===== src/rtl/pmod_ui_pkg.sv =====
// Shared constants, classifier state encoding and event type for the PMOD UI controller.
package pmod_ui_pkg;

  localparam int unsigned BTN_N = 3;
  localparam int unsigned LED_N = 5;

  localparam logic [1:0] ST_IDLE = 2'd0;
  localparam logic [1:0] ST_HELD = 2'd1;
  localparam logic [1:0] ST_LONG = 2'd2;

  typedef struct packed {
    logic [1:0] btn;
    logic       is_long;
  } evt_t;

  // Modulo-3 add for button indices; both operands are in 0..2.
  function automatic logic [1:0] rr_add(input logic [1:0] a, input logic [1:0] b);
    logic [2:0] s;
    s = {1'b0, a} + {1'b0, b};
    return (s >= 3'd3) ? 2'(s - 3'd3) : s[1:0];
  endfunction

endpackage


===== src/rtl/pmod_ui_ctrl_if.sv =====
// Button event channel: valid/ready handshake carrying button index and long flag.
interface pmod_ui_ctrl_if;
  logic       evt_valid;
  logic       evt_ready;
  logic [1:0] evt_btn;
  logic       evt_long;

  modport master (output evt_valid, output evt_btn, output evt_long, input evt_ready);
  modport slave  (input evt_valid, input evt_btn, input evt_long, output evt_ready);
endinterface


===== src/rtl/pmod_btn_press.sv =====
// Per-button short/long press classifier: edge flop, hold counter and IDLE/HELD/LONG FSM.
module pmod_btn_press
  import pmod_ui_pkg::*;
#(
  parameter int unsigned LONG_CYCLES = 12000000
) (
  input  logic clk,
  input  logic rst,
  input  logic btn,
  output logic ev_stb,
  output logic ev_long
);

  localparam int unsigned    CW       = $clog2(LONG_CYCLES);
  localparam logic [CW-1:0]  CNT_LAST = CW'(LONG_CYCLES - 1);

  logic          btn_q;
  logic [1:0]    st_q, st_d;
  logic [CW-1:0] cnt_q, cnt_d;

  always_comb begin
    st_d    = st_q;
    cnt_d   = cnt_q;
    ev_stb  = 1'b0;
    ev_long = 1'b0;
    case (st_q)
      ST_IDLE: begin
        // The edge cycle already counts as held, so the long event fires
        // in the LONG_CYCLES-th consecutive pressed cycle.
        if (btn && !btn_q) begin
          st_d  = ST_HELD;
          cnt_d = CW'(1);
        end
      end
      ST_HELD: begin
        if (!btn) begin
          ev_stb = 1'b1;
          st_d   = ST_IDLE;
        end else if (cnt_q == CNT_LAST) begin
          ev_stb  = 1'b1;
          ev_long = 1'b1;
          st_d    = ST_LONG;
        end else begin
          cnt_d = cnt_q + CW'(1);
        end
      end
      ST_LONG: begin
        if (!btn) st_d = ST_IDLE;
      end
      default: st_d = ST_IDLE;
    endcase
  end

  always_ff @(posedge clk) begin
    if (rst) begin
      btn_q <= 1'b1;
      st_q  <= ST_IDLE;
      cnt_q <= '0;
    end else begin
      btn_q <= btn;
      st_q  <= st_d;
      cnt_q <= cnt_d;
    end
  end

endmodule


===== src/rtl/pmod_ui_ctrl.sv =====
// PMOD user-interface controller: press classification, round-robin event channel,
// sticky overflow flags and pattern/blink LED drive.
module pmod_ui_ctrl
  import pmod_ui_pkg::*;
#(
  parameter int unsigned LONG_CYCLES  = 12000000,
  parameter int unsigned BLINK_CYCLES = 3000000
) (
  input  logic             clk,
  input  logic             rst,
  input  logic [BTN_N-1:0] btns,
  output logic [LED_N-1:0] leds,
  input  logic             cfg_we,
  input  logic [LED_N-1:0] cfg_pattern,
  input  logic [LED_N-1:0] cfg_blink,
  pmod_ui_ctrl_if.master   evt,
  output logic [BTN_N-1:0] ovf,
  input  logic             ovf_clr
);

  localparam int unsigned   BW         = (BLINK_CYCLES > 1) ? $clog2(BLINK_CYCLES) : 1;
  localparam logic [BW-1:0] BLINK_LAST = BW'(BLINK_CYCLES - 1);

  logic [BTN_N-1:0] stb, stb_long;
  logic [BTN_N-1:0] pend_q, pend_d, pend_long_q, pend_long_d;
  logic [BTN_N-1:0] gnt, new_ovf, keep_new, ovf_q, ovf_d;
  logic [1:0]       rr_q, rr_d, cand, gnt_idx;
  logic             gnt_any, load;
  logic             valid_q, valid_d;
  evt_t             out_q, out_d;
  logic [LED_N-1:0] pat_q, blk_q, leds_q, leds_d;
  logic [BW-1:0]    bcnt_q, bcnt_d;
  logic             ph_q, ph_d;

  for (genvar i = 0; i < BTN_N; i++) begin : g_btn
    pmod_btn_press #(.LONG_CYCLES(LONG_CYCLES)) u_press (
      .clk     (clk),
      .rst     (rst),
      .btn     (btns[i]),
      .ev_stb  (stb[i]),
      .ev_long (stb_long[i])
    );
  end

  always_comb begin
    load    = !valid_q || evt.evt_ready;
    gnt_any = 1'b0;
    gnt_idx = rr_q;
    cand    = '0;
    for (int unsigned k = 0; k < BTN_N; k++) begin
      cand = rr_add(rr_q, 2'(k));
      if (!gnt_any && pend_q[cand]) begin
        gnt_any = 1'b1;
        gnt_idx = cand;
      end
    end

    gnt     = '0;
    rr_d    = rr_q;
    valid_d = valid_q;
    out_d   = out_q;
    if (load) begin
      valid_d = gnt_any;
      if (gnt_any) begin
        gnt[gnt_idx]  = 1'b1;
        rr_d          = rr_add(gnt_idx, 2'd1);
        out_d.btn     = gnt_idx;
        out_d.is_long = pend_long_q[gnt_idx];
      end
    end

    // A slot being granted this cycle is free for a same-cycle new event.
    new_ovf     = stb & pend_q & ~gnt;
    keep_new    = stb & ~new_ovf;
    pend_d      = (pend_q & ~gnt) | stb;
    pend_long_d = (keep_new & stb_long) | (~keep_new & pend_long_q);
    ovf_d       = (ovf_clr ? '0 : ovf_q) | new_ovf;
  end

  always_comb begin
    bcnt_d = (bcnt_q == BLINK_LAST) ? '0 : bcnt_q + BW'(1);
    ph_d   = ph_q ^ (bcnt_q == BLINK_LAST);
    leds_d = pat_q ^ (blk_q & {LED_N{ph_q}});
  end

  always_ff @(posedge clk) begin
    if (rst) begin
      pend_q      <= '0;
      pend_long_q <= '0;
      rr_q        <= '0;
      valid_q     <= 1'b0;
      out_q       <= '0;
      ovf_q       <= '0;
      pat_q       <= '0;
      blk_q       <= '0;
      leds_q      <= '0;
      bcnt_q      <= '0;
      ph_q        <= 1'b0;
    end else begin
      pend_q      <= pend_d;
      pend_long_q <= pend_long_d;
      rr_q        <= rr_d;
      valid_q     <= valid_d;
      out_q       <= out_d;
      ovf_q       <= ovf_d;
      leds_q      <= leds_d;
      bcnt_q      <= bcnt_d;
      ph_q        <= ph_d;
      if (cfg_we) begin
        pat_q <= cfg_pattern;
        blk_q <= cfg_blink;
      end
    end
  end

  assign evt.evt_valid = valid_q;
  assign evt.evt_btn   = out_q.btn;
  assign evt.evt_long  = out_q.is_long;
  assign ovf           = ovf_q;
  assign leds          = leds_q;

endmodule

===== src/flat_wrapper.sv =====
// flat-port wrapper written by rule: the top's interface ports become plain ports
module pmod_ui_ctrl_flat import pmod_ui_pkg::*;
#(
  parameter int unsigned LONG_CYCLES  = 12000000,
  parameter int unsigned BLINK_CYCLES = 3000000
)
  (clk, rst, btns, leds, cfg_we, cfg_pattern, cfg_blink, ovf, ovf_clr, evt_evt_valid, evt_evt_btn, evt_evt_long, evt_evt_ready);
  pmod_ui_ctrl_if evt_i ();
  input  logic clk;
  input  logic rst;
  input  logic [BTN_N-1:0] btns;
  output logic [LED_N-1:0] leds;
  input  logic cfg_we;
  input  logic [LED_N-1:0] cfg_pattern;
  input  logic [LED_N-1:0] cfg_blink;
  output logic [BTN_N-1:0] ovf;
  input  logic ovf_clr;
  output wire logic [$bits(evt_i.evt_valid)-1:0] evt_evt_valid;
  output wire logic [$bits(evt_i.evt_btn)-1:0] evt_evt_btn;
  output wire logic [$bits(evt_i.evt_long)-1:0] evt_evt_long;
  input wire logic [$bits(evt_i.evt_ready)-1:0] evt_evt_ready;
  assign evt_evt_valid = evt_i.evt_valid;
  assign evt_evt_btn = evt_i.evt_btn;
  assign evt_evt_long = evt_i.evt_long;
  assign evt_i.evt_ready = evt_evt_ready;
  pmod_ui_ctrl #(.LONG_CYCLES(LONG_CYCLES), .BLINK_CYCLES(BLINK_CYCLES)) u_core (.clk(clk), .rst(rst), .btns(btns), .leds(leds), .cfg_we(cfg_we), .cfg_pattern(cfg_pattern), .cfg_blink(cfg_blink), .evt(evt_i), .ovf(ovf), .ovf_clr(ovf_clr));
endmodule

===== config.mk =====
export PLATFORM = sky130hd
export DESIGN_NAME = pmod_ui_ctrl_flat
export DESIGN_NICKNAME = d
export VERILOG_FILES = /design/src/rtl/pmod_ui_pkg.sv /design/src/rtl/pmod_ui_ctrl_if.sv /design/src/rtl/pmod_btn_press.sv /design/src/rtl/pmod_ui_ctrl.sv /design/src/flat_wrapper.sv
export SDC_FILE = /design/constraint.sdc
export NUM_CORES = 1
export LEC_CHECK = 0
export CORE_MARGIN = 2
export CORE_UTILIZATION = 60
export DETAILED_ROUTE_END_ITERATION = 8
export PLACE_DENSITY = 0.8
export SETUP_SLACK_MARGIN = 0.1
export SLEW_MARGIN = 20
export SYNTH_ARGS = -nofsm -noshare
export SYNTH_HDL_FRONTEND = slang
export SYNTH_SLANG_ARGS = --single-unit

===== constraint.sdc =====
create_clock -name clk -period 5.52 [get_ports clk]
set_clock_uncertainty 0.05 [all_clocks]
set_input_delay 1.104 -clock clk [delete_from_list [all_inputs] [get_ports clk]]
set_output_delay 1.104 -clock clk [all_outputs]
set_load 0.05 [all_outputs]

==> impl_metrics.py <==
metrics = {
    "die": {
        "num_io_pins": 30,
        "core_area_mm2": 0.00982,
        "die_h_um": 105,
        "start_util_pct": 61.9,
        "die_x_um": 105,
        "fp-row-count": 36,
        "dieArea_mm2": 0.0109,
    },
    "placed_design": {
        "dp.final_hpwl_mm": 8.15,
        "routabilityCongestion": 0.830,
        "pre_cts_ws_ns": 2.20,
        "port_buffers": 29,
        "place_area_mm2": 0.00643,
    },
    "pwr": {
        "total_power_uw": 2250,
        "power-per-cell-area_mw_per_mm2": 319,
        "ir_worst_vdd_v": 0.000274,
        "total_leakage_power_uw": 0.00254,
    },
    "cts": {
        "cts.sink_count": 134,
        "ctsLongestPathBuffers": 2,
        "clock_latency_ns": 0.53,
        "clock_tree.root_cell": "clkbuf_8",
        "cts_buffers": 17,
        "cts_resized": 0,
        "htreeDepth": 4,
        "cts_tree": "done",
        "post_cts_buffers": 0,
        "clkTransAtPathRegs_ns": 0.06,
        "ctsHoldBuffers": 0,
    },
    "critical_path": {
        "end_kind": "flop",
        "reg2reg_depth": 9,
        "crit_type": "in -> reg",
        "worstSetupStartpointType": "input pin",
        "worst_r2r_startpoint": "u_core.rr_q[1]",
        "r2r_setup_slack_ns": 2.76,
        "worstPathArrival_ns": 3.20,
        "cp_max_fo": 6,
        "crit_required_ns": 5.85,
    },
    "cells_and_area": {
        "layout.area.seq_mm2": 0.00268,
        "drive_gt1_share_pct": 8.24,
        "diodes": 0,
        "fillers": 763,
        "final_nets": 741,
        "syn_to_final_growth_pct": 15.9,
        "design_area_mm2": 0.00704,
        "multiInputGateArea_mm2": 0.00322,
    },
    "sta": {
        "setup_violations": 0,
        "slew_headroom_pct": 52.0,
        "timing.fmax_ghz": 0.348,
        "drv_slew": 0,
        "tns_ns": 0,
        "period_needed_ns": 2.87,
        "grt_setup_unrepaired": "no",
        "hold_viol": 0,
        "layout_worst_path_cycle_share_pct": 52.1,
        "fin_ws_ns": 2.65,
        "worst_pin_slew_ns": 0.720,
    },
    "routing": {
        "vias": 4775,
        "drc": 0,
        "drt_first_pass_iters": 4,
        "drt-initial-drc-count": 242,
        "ant_nets": 0,
        "wirelength_mm": 12.0,
        "vias_per_cell": 5.55,
        "wl_per_cell_um": 14.0,
    },
    "global_route": {
        "grt_use_met2_pct": 42.0,
        "grt_pass1_vias": 4787,
        "use_met3_pct": 5.12,
        "antenna_found_initial": 0,
        "use_met1_pct": 26.4,
        "busiest_layer": "met2",
        "grt_max_degree": 30,
        "overflow": 0,
        "grt_pass1_wl_mm": 21.0,
        "track_usage_pct": 23.1,
    },
    "synth": {
        "synth_area_per_cell_um2": 8.82,
        "synth_ff_type": "dfxtp_1",
        "yosysMostFrequentCell": "dfxtp_1",
        "synth_top_area_cell": "dfxtp_1",
        "yosysTopAreaCellShare_pct": 44.2,
        "synth_cell_types": 65,
        "synth_fp_nets": 715,
        "yosys_warnings": 0,
        "ys_seq_area_share_pct": 44.2,
        "async_flop_share_pct": 0,
        "synth_edf_count": 0,
        "synthTopCellsByArea": "dfxtp_1, xor2_1, nor2_1, nand3_1, nand2_1",
        "ys_top_cells_by_count": "dfxtp_1, nor2_1, xor2_1",
        "syn_inst": 689,
        "syn_area_mm2": 0.00608,
        "synth-seq-cells": 134,
    },
    "status": {
        "status": "complete, no violations",
    },
    "min_path": {
        "worstHoldPathCells": 2,
        "hold-path-endpoint": "u_core.evt.evt_long",
        "min_path_type": "reg -> reg",
    },
    "job": {
        "cap_violations": 0,
    },
}
[per-stage QoR]
stage | hold WS [ns] | util [%] | cells
2_1_floorplan | 0.380 | - | 689
3_3_place_gp | 0.399 | 65.5 | 829
3_5_place_dp | 0.403 | 65.5 | 829
4_1_cts | 0.404 | 71.7 | 861
5_1_grt | 0.434 | 71.7 | 861
6_report | 0.406 | 71.7 | 861
[flip-flops by register name (all words and copies together) (netlist names), named ones only]
| name | flops |
|---|---|
| u_core.g_btn.u_press.cnt_q | 72 |
| u_core.bcnt_q | 22 |
| u_core.g_btn.u_press.st_q | 6 |
| u_core.blk_q | 5 |
| u_core.leds | 5 |
| u_core.pat_q | 5 |
| u_core.g_btn.u_press.btn_q | 3 |
| u_core.ovf | 3 |
| u_core.pend_q | 3 |
| u_core.evt.evt_btn | 2 |
| u_core.rr_q | 2 |
| u_core.evt.evt_long | 1 |
| u_core.evt.evt_valid | 1 |
| u_core.ph_q | 1 |
[logic make-up after synthesis]
| group | after synthesis | synth area share, % |
|---|---|---|
| fa+ha+maj | 8 | 1.65 |
| buf+inv | 42 | 2.86 |
| mux | 20 | 3.42 |
| compound gates | 69 | 8.13 |
| xor+xnor | 87 | 12.5 |
| flops | 134 | 44.2 |
| simple gates | 329 | 27.2 |
[cells in the final DEF (no fill, tap or decap), drive strengths merged, types with 3 or more instances in the layout]
master | netlist | final
dfxtp | 134 | 134
nor2 | 122 | 122
xor2 | 70 | 70
nand2 | 50 | 50
nand3 | 44 | 44
clkdlybuf4s50 | 0 | 28
nand4 | 22 | 22
clkbuf | 19 | 21
inv | 19 | 19
o21ai | 18 | 18
xnor2 | 17 | 17
mux2i | 17 | 17
and3 | 17 | 17
a21oi | 17 | 17
nor3 | 13 | 13
nor2b | 9 | 9
ha | 8 | 8
a211oi | 8 | 8
and4 | 7 | 7
nor4 | 7 | 7
or3 | 6 | 6
or2 | 6 | 6
and2 | 5 | 5
nand2b | 5 | 5
clkinv | 0 | 5
a21o | 4 | 4
or4 | 4 | 4
o31ai | 3 | 3
nor4b | 3 | 3
mux2 | 3 | 3
bufinv | 0 | 3
clkinvlp | 0 | 3
[final cells by class]
| type | instances | area share [%] |
|---|---|---|
| inverters | 19 | 1.01 |
| repair buffers | 30 | 4.16 |
| well taps | 133 | 2.36 |
| clock inverters | 11 | 2.11 |
| flip-flops and latches | 134 | 38.1 |
| multi-input cells | 513 | 45.7 |
| clock buffers | 21 | 6.52 |
[critical path, cell delays in order]
cell,delay (ns)
clkdlybuf4s50_1,0.48
nor2b_1,0.19
o21ai_0,0.18
nand2b_1,0.21
or4_1,0.58
nor3_1,0.26
xnor2_1,0.14
nor2_1,0.06
[power breakdown]
group / internal, uW / switching, uW / total, uW
Combinational: 42.7 / 67.0 / 110
Clock: 724 / 418 / 1140
Sequential: 982 / 12.2 / 994
[routing by layer]
| layer | vias to the layer above | routed length, um |
|---|---|---|
| met5 | - | 0 |
| li1 | 2423 | - |
| met3 | 12 | 267 |
| met2 | 61 | 6270 |
| met4 | 0 | 122 |
| met1 | 2279 | 5360 |
[how the worst max path moves through the flow]
| stage | from | endpoint | slack [ns] | depth (start not counted) |
|---|---|---|---|---|
| finish | btns[2] | u_core.g_btn[2].u_press.cnt_q[22] | 2.65 | 8 |
| global route | btns[2] | u_core.g_btn[2].u_press.cnt_q[19] | 2.43 | 8 |
| CTS | btns[2] | u_core.g_btn[2].u_press.cnt_q[22] | 2.66 | 8 |
| detailed placement | btns[2] | u_core.g_btn[2].u_press.cnt_q[22] | 2.20 | 8 |
| global placement | btns[2] | u_core.g_btn[2].u_press.cnt_q[22] | 2.26 | 8 |
| floorplan | btns[2] | u_core.g_btn[2].u_press.cnt_q[20] | 2.81 | 7 |
No activity file was read; power rests on OpenSTA's default activity.
